## src/rtl/riscv_pkg.sv

```systemverilog
// Shared encodings for the RISC-V pipeline: ALU opcodes, forwarding selects
// and writeback source selects.
package riscv_pkg;

    localparam logic [2:0] ALU_ADD = 3'b000;
    localparam logic [2:0] ALU_SUB = 3'b001;
    localparam logic [2:0] ALU_AND = 3'b010;
    localparam logic [2:0] ALU_OR  = 3'b011;
    localparam logic [2:0] ALU_SLT = 3'b101;

    localparam logic [1:0] FWD_RF  = 2'b00;
    localparam logic [1:0] FWD_WB  = 2'b01;
    localparam logic [1:0] FWD_MEM = 2'b10;

    localparam logic [1:0] RES_ALU = 2'b00;
    localparam logic [1:0] RES_MEM = 2'b01;
    localparam logic [1:0] RES_PC4 = 2'b10;

endpackage

```

## src/rtl/alu.sv

```systemverilog
// Combinational ALU: add, sub, and, or, signed set-less-than; any other
// opcode yields zero.
module alu
    import riscv_pkg::*;
#(
    parameter int unsigned XLEN = 32
) (
    input  logic [XLEN-1:0] SrcA,
    input  logic [XLEN-1:0] SrcB,
    input  logic [2:0]      ALUControl,
    output logic [XLEN-1:0] ALUResult,
    output logic            Zero
);

    logic lessThan;

    assign lessThan = $signed(SrcA) < $signed(SrcB);

    always_comb begin
        ALUResult = '0;
        case (ALUControl)
            ALU_ADD: ALUResult = SrcA + SrcB;
            ALU_SUB: ALUResult = SrcA - SrcB;
            ALU_AND: ALUResult = SrcA & SrcB;
            ALU_OR:  ALUResult = SrcA | SrcB;
            ALU_SLT: ALUResult = {{(XLEN-1){1'b0}}, lessThan};
            default: ALUResult = '0;
        endcase
    end

    assign Zero = (ALUResult == '0);

endmodule

```

## src/rtl/execute_cycle.sv

```systemverilog
// Execute stage: operand forwarding, ALU, jump/branch resolution and the
// EX/MEM pipeline register.
module execute_cycle
    import riscv_pkg::*;
#(
    parameter int unsigned XLEN = 32
) (
    input  logic            clk,
    input  logic            rst_n,
    input  logic [XLEN-1:0] RD1_E,
    input  logic [XLEN-1:0] RD2_E,
    input  logic [XLEN-1:0] ImmExtE,
    input  logic [XLEN-1:0] PCE,
    input  logic [XLEN-1:0] PCPlus4E,
    input  logic [4:0]      RdE,
    input  logic            RegWriteE,
    input  logic            MemWriteE,
    input  logic            JumpE,
    input  logic            jalrE,
    input  logic            BranchE,
    input  logic            ALUSrcE,
    input  logic [2:0]      ALUControlE,
    input  logic [1:0]      ResultSrcE,
    input  logic [1:0]      ForwardAE,
    input  logic [1:0]      ForwardBE,
    input  logic [XLEN-1:0] ResultW,
    output logic            PCSrcE,
    output logic [XLEN-1:0] PCTargetE,
    output logic [XLEN-1:0] ALUResultM,
    output logic [XLEN-1:0] WriteDataM,
    output logic [XLEN-1:0] PCPlus4M,
    output logic [4:0]      RdM,
    output logic            RegWriteM,
    output logic            MemWriteM,
    output logic [1:0]      ResultSrcM
);

    logic [XLEN-1:0] srcA;
    logic [XLEN-1:0] srcB;
    logic [XLEN-1:0] writeData;
    logic [XLEN-1:0] aluResult;
    logic [XLEN-1:0] jalrSum;
    logic            zero;

    // Select 11 is unused by the hazard unit and falls back to the register file.
    always_comb begin
        case (ForwardAE)
            FWD_WB:  srcA = ResultW;
            FWD_MEM: srcA = ALUResultM;
            default: srcA = RD1_E;
        endcase
    end

    always_comb begin
        case (ForwardBE)
            FWD_WB:  writeData = ResultW;
            FWD_MEM: writeData = ALUResultM;
            default: writeData = RD2_E;
        endcase
    end

    assign srcB = ALUSrcE ? ImmExtE : writeData;

    alu #(
        .XLEN(XLEN)
    ) uAlu (
        .SrcA      (srcA),
        .SrcB      (srcB),
        .ALUControl(ALUControlE),
        .ALUResult (aluResult),
        .Zero      (zero)
    );

    assign jalrSum   = srcA + ImmExtE;
    assign PCTargetE = jalrE ? {jalrSum[XLEN-1:1], 1'b0} : (PCE + ImmExtE);
    assign PCSrcE    = JumpE | jalrE | (BranchE & zero);

    always_ff @(posedge clk or negedge rst_n) begin
        if (!rst_n) begin
            ALUResultM <= '0;
            WriteDataM <= '0;
            PCPlus4M   <= '0;
            RdM        <= '0;
            RegWriteM  <= 1'b0;
            MemWriteM  <= 1'b0;
            ResultSrcM <= '0;
        end else begin
            ALUResultM <= aluResult;
            WriteDataM <= writeData;
            PCPlus4M   <= PCPlus4E;
            RdM        <= RdE;
            RegWriteM  <= RegWriteE;
            MemWriteM  <= MemWriteE;
            ResultSrcM <= ResultSrcE;
        end
    end

endmodule

```

## config.mk

```make
export PLATFORM = sky130hd
export DESIGN_NAME = execute_cycle
export DESIGN_NICKNAME = d
export VERILOG_FILES = /design/src/rtl/riscv_pkg.sv /design/src/rtl/alu.sv /design/src/rtl/execute_cycle.sv
export SDC_FILE = /design/constraint.sdc
export NUM_CORES = 1
export LEC_CHECK = 0
export ABC_AREA = 1
export CAP_MARGIN = 20
export CORE_ASPECT_RATIO = 2
export CORE_MARGIN = 5
export CORE_UTILIZATION = 47
export DETAILED_ROUTE_END_ITERATION = 8
export PLACE_DENSITY_LB_ADDON = 0.08
export SYNTH_ARGS = -nofsm -noshare
export SYNTH_HDL_FRONTEND = slang
export SYNTH_SLANG_ARGS = --single-unit
```

## constraint.sdc

```tcl
create_clock -name clk -period 5 [get_ports clk]
set_input_delay 1 -clock clk [delete_from_list [all_inputs] [get_ports clk]]
set_output_delay 1 -clock clk [all_outputs]
set_load 0.03 [all_outputs]
```

==> results of run 1 <==
-- repair_timing --
action | CTS
setup endpoints to repair | 30
cloned | 4
pin swaps | 113
resized for setup | 470
setup buffers | 194
-- metal layers --
layer	track usage [%]	GRT overflow
met1	76.9	2
met2	95.3	139
met3	66.8	4
met4	83.2	113
met5	22.5	0
-- stage by stage --
stage                     hold WS (ns)  instances
after CTS                        0.646       3763
after detailed placement         0.634       3551
after global placement           0.626       3551
after floorplan                  0.704       2328
-- kinds of logic after synthesis --
logic type      after synthesis  synth area share, %
compound gates              530                 22.0
simple gates               1037                 30.8
xor+xnor                     16                0.968
flops                       105                 18.1
buf+inv                     461                 12.5
fa+ha+maj                   179                 15.7
==> metrics.md, run 1 <==
| Metric | Value |
|---|---|
| Root Driver | `clkbuf_16` |
| Die span in x | `about 130 um` |
| Deepest clock path buffer count | `2` |
| Tool Error | `[ERROR GRT-0232] Routing congestion too high. Check the congestion heatmap in the GUI.` |
| Async SR Flop Fraction | `100%` |
| Synth area leaders | `dfrtp_1, ha_1, nand2_1` |
| Syn Nets | `2721` |
| Total track usage | `between 70% and 80%` |
| Largest net degree at the start of global routing | `73` |
| Rows | `91` |
| Most common cell in the synthesized netlist | `nand2_1` |
| Initial Util | `a little under half` |
| Status | `stopped before the end` |
| H-tree depth | `3` |
| Synth cell count leaders | `nand2_1, inv_1, nor2_1` |
| Synth warnings | `0` |
| Area leader, netlist | `dfrtp_1` |
| Post-synth EDFFs | `0` |
| Dpl ws | `-1.78 ns` |
| Library cells used by synthesis | `51` |
| Synth Instances | `approximately 2300` |
| GR repair worst EP | `PCSrcE` |
| Placed Area | `between 0.02 and 0.025 sq mm` |
| Synth Register Bits | `between 100 and 150` |
| Avg Synthesized Cell Area | `approximately 6.2 sq um` |
| HPWL after DPL | `between 60000 and 70000 um` |
| Failed at | `global routing` |
| Hold-fix buffers at CTS | `0` |
| Io pins | `352` |
| Mapped cell area | `between 0.01 and 0.015 sq mm` |
| RePlAce Congestion | `between 1 and 1.5` |
| Seq/Total Area, Yosys | `18.1%` |
| Type of pin the worst path ends at | `output port` |
| Die span in y | `between 200 and 300 um` |
| Sink Count | `roughly 110` |
| GR Overflow Total | `around 260` |
| IO buf count | `351` |
| Post-synth top area share | `a little under a fifth` |
| Ys flop type | `dfrtp_1` |
| Num CTS Buffers | `9` |
==> run 2: changes to the inputs <==
Settings changed: CORE_ASPECT_RATIO 2 to not set, CORE_UTILIZATION 47 to 40, PLACE_DENSITY_LB_ADDON 0.08 to 0.15.
Clock period 5 ns to 6.5 ns, I/O delays scaled along.
==> run 2 against run 1 <==
Compared with the run above:
- synthesized cell count unchanged
- the run now ends clean
- synthesized area unchanged
==> metrics.md, run 2 <==
| Metric | Value |
|---|---|
| Status | `completed` |
| Ys flop type | `dfrtp_1` |
| Root Driver | `clkbuf_16` |
| Hold-fix buffers at CTS | `0` |
| Vias per cell | `5.44` |
| Fin util | `around two thirds` |
| RSZ-0062 raised after global routing | `no` |
| Placed Area | `0.0217 sq mm` |
| Deepest clock path buffer count | `2` |
| Routed length per instance | `around 21 um` |
| Share of layout cells above drive strength 1 | `approximately a quarter` |
| Critical path endpoint category | `output pin` |
| Period utilisation layout | `a little over nine tenths` |
| Slowest CP cell | `fa_2` |
| Critical Path Most Common Cell | `nor2_2` |
| Synth area leaders | `dfrtp_1, ha_1, nand2_1` |
| Slew @ Worst Pin | `between 0.8 and 0.9 ns` |
| Worst Hold End | `WriteDataM[25]` |
| Largest net degree at the start of global routing | `66` |
| HPWL after DPL | `around 62000 um` |
| Sink Count | `about 110` |
| Crit Path Category | `input port to output pin` |
| Area grow syn2layout | `61.3%` |
| Final Hold Fails | `0` |
| CTS tree | `built` |
| Die span in y | `approximately 200 um` |
| Most common cell in the synthesized netlist | `nand2_1` |
| Io pins | `roughly 350` |
| Post-synth top area share | `18.1%` |
| Filler cells | `3220` |
| Synth cell count leaders | `nand2_1, inv_1, nor2_1` |
| Total track usage | `between 30% and 40%` |
| IO buf count | `351` |
| Crit start category | `input port` |
| Rows | `a little under 70` |
| Initial antenna violation count | `8` |
| Worst R2R Start | `ALUResultM[0]` |
| # DRC | `0` |
| Pleak | `between 10 and 15 nW` |
| Vias in the first global route | `18900` |
| Worst ir drop on vdd | `about 0.13 mV` |
| RePlAce Congestion | `about 1.0` |
| CP max stage delay | `0.40 ns` |
| Initial Util | `around two fifths` |
| Minimum clock period | `about 6.4 ns` |
| Hold Startpoint | `ALUResultM[25]` |
| Hold path depth | `3` |
| Fin worst setup slack | `roughly 0.14 ns` |
| Multi-input logic area | `0.0110 sq mm` |
| Final Cell Area | `roughly 0.023 sq mm` |
| Inst Count DP | `between 3000 and 4000` |
| Syn Nets | `between 2000 and 3000` |
| Top flop regs | `ALUResultM: 32 flops, PCPlus4M: 32 flops, WriteDataM: 32 flops` |
| First-pass GRT wire length | `about 110000 um` |
| Core Region | `about 0.036 sq mm` |
| Library cells used by synthesis | `slightly above 50` |
| Final layout net count | `around 3500` |
| Final setup viols | `0` |
| Die ar. | `roughly 0.040 sq mm` |
| Synth Instances | `2328` |
| Num CTS Buffers | `9` |
| Mapped cell area | `0.0145 sq mm` |
| Max-slew violation count | `0` |
| MaxCap Viol Count | `0` |
| WL final | `~74000 um` |
| Worst R2R End | `ALUResultM[20]` |
| Reg-to-reg slack, setup | `~3.2 ns` |
| Non-Filler Instances | `roughly 3600` |
| Dpl ws | `-0.983 ns` |
| GR Overflow Total | `0` |
| Clock Pin Slew Worst Setup and Hold Paths | `approximately 0.080 ns` |
| Commonest non-fill, non-tap cells in the layout | `nand2_1, buf_4, inv_1, clkdlybuf4s50_1, nor2_1` |
| Antenna-violating nets left | `0` |
| Async SR Flop Fraction | `100%` |
| DR vias | `19400` |
| Clk_lat worst skew | `just under 0.4 ns` |
| Worst Reg-to-Reg Cells | `21` |
| H-tree depth | `3` |
| Synth warnings | `0` |
| Setup Skew | `0.0190 ns` |
| Worst hold path class | `flop to flop` |
| Crit-path max FO | `6` |
| Most common cell after layout, fill and taps aside | `nand2_1` |
| Max_slew headroom | `between 40% and 50%` |
| PwrDens | `roughly 220 mW/mm^2` |
| Die span in x | `approximately 200 um` |
| Post-synth EDFFs | `0` |
| CP required | `approximately 5.2 ns` |
| Maximum operating frequency | `about 160 MHz` |
| First-pass iteration count of the detailed router | `6` |
| Area leader, netlist | `dfrtp_1` |
| Seq/Total Area, Yosys | `18.1%` |
| Worst EP arrival | `slightly above 5 ns` |
| Drt initial violations | `1897` |
| Synth Register Bits | `about 110` |
| Register area | `between 0.002 and 0.003 sq mm` |
| Avg Synthesized Cell Area | `6.22 sq um` |
==> run 2: per-layer routing <==
| layer | track usage (%) | vias up | wire [um] |
|---|---|---|---|
| li1 | - | 9231 | - |
| met1 | 46.7 | 9164 | 31300 |
| met2 | 57.8 | 911 | 34200 |
| met3 | 6.95 | 126 | 7000 |
| met4 | 7.60 | 6 | 1740 |
| met5 | 0 | - | 40 |
==> run 2: worst max path at each step <==
| stage | start | end | slack (ns) |
|---|---|---|---|
| finish | ForwardBE[0] | PCSrcE | 0.14 |
| global route | ForwardBE[0] | PCSrcE | 0.02 |
| CTS | ForwardBE[0] | PCSrcE | -0.12 |
| detailed placement | ForwardBE[0] | PCSrcE | -0.98 |
| global placement | ForwardBE[0] | PCSrcE | -1.0 |
| floorplan | ForwardBE[0] | PCSrcE | 0.61 |
==> run 2: what timing repair did <==
item                                    4_1_cts  5_1_grt
pin swaps                                    23       68
endpoints found under the setup margin       13       17
gates cloned                                  1        0
gates resized for setup                     121      226
buffers inserted                             13       33
==> run 2: worst max-delay path, delay by kind of cell <==
family          cells  cell delay [ns]
simple gates       14             1.80
fa+ha+maj           3             0.89
buf+inv             6             0.65
compound gates      3             0.40
==> run 2: layout make-up <==
| type | instances | share of cell area [%] |
|---|---|---|
| Timing Repair Buffer | 837 | 31.6 |
| Antenna cell | 4 | 0.0429 |
| Clock buffer | 9 | 0.965 |
| Clock inverter | 7 | 0.257 |
| Inverter | 389 | 6.32 |
| Sequential cell | 105 | 11.3 |
| Tap cell | 461 | 2.47 |
| Multi-Input combinational cell | 1762 | 47.1 |
==> run 2: metrics by stage <==
stage                     total power [mW]  setup TNS (ns)  hold slack, ns
after floorplan                       2.48               0           0.757
after global placement                4.12           -1.70           0.725
after detailed placement              4.15           -2.10           0.722
after CTS                             4.83          -0.123           0.728
after global routing                  5.41               0           0.768
final                                 5.12               0           0.757
==> run 2: where the power goes <==
group          total, mW  internal (mW)  switching, mW
Combinational       3.75           1.64           2.12
Sequential         0.799          0.727         0.0714
Clock              0.569          0.267          0.301
Total               5.12           2.63           2.49
==> run 2: cells by family after synthesis <==
kind of cell	after synthesis	share of synthesized area [%]
xor+xnor	16	0.968
buf+inv	461	12.5
simple gates	1037	30.8
compound gates	530	22.0
flops	105	18.1
fa+ha+maj	179	15.7
(Power assumes the default switching activity.)
